==> src/rtl/reg_load_demux.sv <==
// reg_load_demux: four-register bank with decoded load enable; q3 doubles as a self-incrementing PC.
module reg_load_demux #(
   parameter int WIDTH = 4
) (
   input  logic             clk,
   input  logic             rst,
   input  logic             ld_en,
   input  logic [1:0]       ld_sel,
   input  logic [WIDTH-1:0] d,
   input  logic             pc_inc_en,
   output logic [3:0]       ld_onehot,
   output logic [WIDTH-1:0] q0,
   output logic [WIDTH-1:0] q1,
   output logic [WIDTH-1:0] q2,
   output logic [WIDTH-1:0] q3,
   output logic             pc_wrap,
   output logic             ld_ack,
   output logic [1:0]       ld_ack_sel
);
   logic inc;
   always_comb begin
      ld_onehot = ld_en ? 4'b0001 << ld_sel : 4'b0000;
      inc = pc_inc_en && !ld_onehot[3];
   end
   always_ff @(posedge clk) begin
      if (rst) begin
         q0 <= '0;
         q1 <= '0;
         q2 <= '0;
         q3 <= '0;
         pc_wrap <= 1'b0;
         ld_ack <= 1'b0;
         ld_ack_sel <= 2'b00;
      end else begin
         if (ld_onehot[0]) q0 <= d;
         if (ld_onehot[1]) q1 <= d;
         if (ld_onehot[2]) q2 <= d;
         q3 <= ld_onehot[3] ? d : inc ? q3 + 1'b1 : q3;
         pc_wrap <= inc && (&q3);
         ld_ack <= ld_en;
         if (ld_en) ld_ack_sel <= ld_sel;
      end
   end
endmodule

==> config.mk <==
export PLATFORM = sky130hd
export DESIGN_NAME = reg_load_demux
export DESIGN_NICKNAME = d
export VERILOG_FILES = /design/src/rtl/reg_load_demux.sv
export SDC_FILE = /design/constraint.sdc
export NUM_CORES = 1
export LEC_CHECK = 0
export BUFFER_PORTS_ARGS = -buffer_cell sky130_fd_sc_hd__buf_2
export CAP_MARGIN = 40
export CORE_MARGIN = 1
export CORE_UTILIZATION = 48
export CTS_BUF_LIST = sky130_fd_sc_hd__clkbuf_8 sky130_fd_sc_hd__clkbuf_16
export DETAILED_ROUTE_END_ITERATION = 8
export HOLD_SLACK_MARGIN = 0.06
export PLACE_DENSITY_LB_ADDON = 0.12
export SYNTH_ARGS = -nofsm -noshare
export SYNTH_HDL_FRONTEND = slang
export SYNTH_SLANG_ARGS = --single-unit
==> constraint.sdc <==
create_clock -name clk -period 1.9 [get_ports clk]
set_clock_uncertainty 0.2 [all_clocks]
set_input_delay 0.19 -clock clk [delete_from_list [all_inputs] [get_ports clk]]
set_output_delay 0.19 -clock clk [all_outputs]
set_load 0.05 [all_outputs]
==> flow_summary.toml <==
[synth]
synthAdderAreaFrac_pct = 1.57
synth-async-reset-ratio_pct = 0
yosys.area_share.simple_pct = 19.0
muxShareOfSynthArea_pct = 17.6
synth_area_leaders = "dfxtp_1, mux2i_1, nor2_1"
synth_top_family_by_area = "simple AND/OR/NAND/NOR gates"
yosysMostFrequentCell = "dfxtp_1"
synth_compound_area_share_pct = 4.40
synth_top_area_share_pct = 50.3
synth_nets = 88
avgSynthCellArea_um2 = 10.3
synth_seq_area_share_pct = 50.3
synth_flop_cell = "dfxtp_1"
synth.top_cells.by_count = "dfxtp_1, nor2_1, mux2i_1"
synth_xor_area_share_pct = 3.30
synth_cell_types = 19
syn_area_um2 = 796
syn_inst = 77
synth-edff-count = 0
synth_top_cell_by_area = "dfxtp_1"
ys.warnings.count = 0
ys_ff_latch = 20

[clock_tree]
path_clk_slew_ns = 0.07
htreeDepth = 1
root_buffer = "clkbuf_8"
numCtsBuffers = 3
cts.path.max_buffers = 2
post_cts_buffers = 0
cts_tree = "yes"
cts_sinks = 20
clock_latency_ns = 0.24

[sta]
period_share_pct = 76.7
fmax_mhz = 687
rsz0062_at_grt = "false"
worst_slew_pin_slew_ns = 0.350
finalSetupViolCount = 0
maxSlewHeadroom_pct = 76.7
finalWorstSetupSlack_ns = 0.443
final.setup.tns_ns = 0
hold_viol = 0
min_period_ns = 1.46
drv_slew = 0

[floorplanning]
die_x_um = 42.7
start_util_pct = 52.2
rows = 14
core_um2 = 1520
io_pins = 34
die_area_um2 = 1820
die_h_um = 42.7

[critical_path]
criticalPathCategory = "input port to primary output"
cp.arrival_ns = 1.07
reg2reg_from = "q3[0]$_SDFFE_PP0P_"
crit_fanout = 8
startpoint_type = "input port"
crit_path_end_kind = "primary output"
crit_start = "ld_en"
required_ns = 1.51

[detailed_routing]
vias_per_cell = 5.05
via_count = 662
drc_errors = 0
wl_per_cell_um = 11.6
dr.pass1.iters = 3
wirelength_mm = 1.52
postRouteAntennaNets = 0
first_iter_violations = 5

[min_path]
hold_start = "ld_en"
hold_class = "input port to flip-flop"

[layout]
antenna_cells = 0
layout.area.seq_um2 = 400
drive_above_1_share_pct = 34.8
synthToLayoutAreaGrowth_pct = 32.4
fillCellCount = 131
fin_nets = 128
multi_input_area_um2 = 365
fin_cells = 131

[power_and_ir_drop]
power_density_nw_per_um2 = 855
vdd_drop_max_mv = 0.582
p_leak_nw = 0.572

[placement]
dp_hpwl_mm = 1.13
dpl_worst_slack_ns = 0.442
place_inst = 123
routabilityCongestion = 0.734
numPortBuffers = 33

[grt]
antenna_found_initial = 0
track_usage_pct = 18.5
grt_first_pass_wirelength_mm = 2.57
grt.overflow.total = 0
grt_start_max_net_pins = 21
first_global_vias = 638

[run_status]
run_status = "completed"

[flow_run]
maxCapViolations = 0
[where the power goes]
| group | internal [mW] | switching [mW] |
|---|---|---|
| clock network | 0.140 | 0.122 |
| registers | 0.439 | 0.0130 |
| logic | 0.0562 | 0.129 |
[timing repair]
| action | CTS | global route |
|---|---|---|
| setup endpoints to repair | 0 | 0 |
| endpoints found under the hold margin | 13 | 0 |
| hold buffers | 5 | 0 |
| gates resized for setup | 0 | 0 |
[registers in the layout, summed over array words and instances, names as in the netlist]
signal / cells
ld_ack_sel: 2
q3: 4
pc_wrap: 1
q2: 4
ld_ack: 1
q0: 4
q1: 4
[final timing paths]
kind / to / slack [ns] / cells after the start
min: ld_ack_sel[1]$_SDFFE_PP0P_ / 0.07 / 3
max reg2reg: q3[2]$_SDFFE_PP0P_ / 0.63 / 4
max: ld_onehot[0] / 0.44 / 3
min reg2reg: ld_ack_sel[1]$_SDFFE_PP0P_ / 0.27 / 2
[metrics by stage]
stage / area (um2) / hold slack (ns) / power [mW] / utilization, %
floorplan: 796 / 0.126 / 0.595 / -
global placement: 962 / 0.253 / 0.638 / 63.1
detailed placement: 962 / 0.269 / 0.640 / 63.1
CTS: 1050 / 0.0753 / 0.905 / 69.1
global route: 1050 / 0.0885 / 0.941 / 69.1
finish: 1050 / 0.0742 / 0.900 / 69.1
[worst max-delay path, cell delays in order]
cell     delay (ns)
buf_2          0.18
nor3b_4        0.37
buf_2          0.33
[cells in the final DEF (no fill, tap or decap)]
master | Yosys | routed
inv_1 | 3 | 3
clkbuf_8 | 0 | 3
dfxtp_1 | 20 | 20
a211oi_1 | 4 | 4
nand3_2 | 1 | 1
buf_2 | 0 | 33
xnor2_1 | 1 | 1
nand4_1 | 1 | 1
nand2_1 | 3 | 3
nor2_1 | 17 | 17
nor3b_4 | 1 | 1
nand3b_2 | 2 | 2
nor2b_1 | 1 | 1
mux2i_1 | 14 | 14
dlygate4sd3_1 | 0 | 5
nor4_1 | 1 | 1
nand2b_1 | 1 | 1
ha_1 | 1 | 1
a21oi_1 | 1 | 1
xor2_1 | 2 | 2
[final cells by class]
cell class                 count  share of cell area (%)
sequential                    20                    38.0
tap                           16                    1.90
clock buffer                   3                    3.92
timing repair buffer          38                    20.4
inverter                       3                    1.07
multi-input combinational     51                    34.7
[metal layers]
layer  share of wire (%)  global-route usage [%]  up-vias
met5                   0                       0        -
met4                 1.1                    7.50        0
met3                 4.1                    3.83        2
met2                  48                    32.4       17
met1                  47                    21.8      306
li1                    -                       -      337
[cells by family after synthesis]
group / count (synthesis)
simple gates: 28
compound gates: 5
flops: 20
mux: 14
xor+xnor: 3
buf+inv: 6
fa+ha+maj: 1
Note: power is estimated with default switching activity, not from simulation.
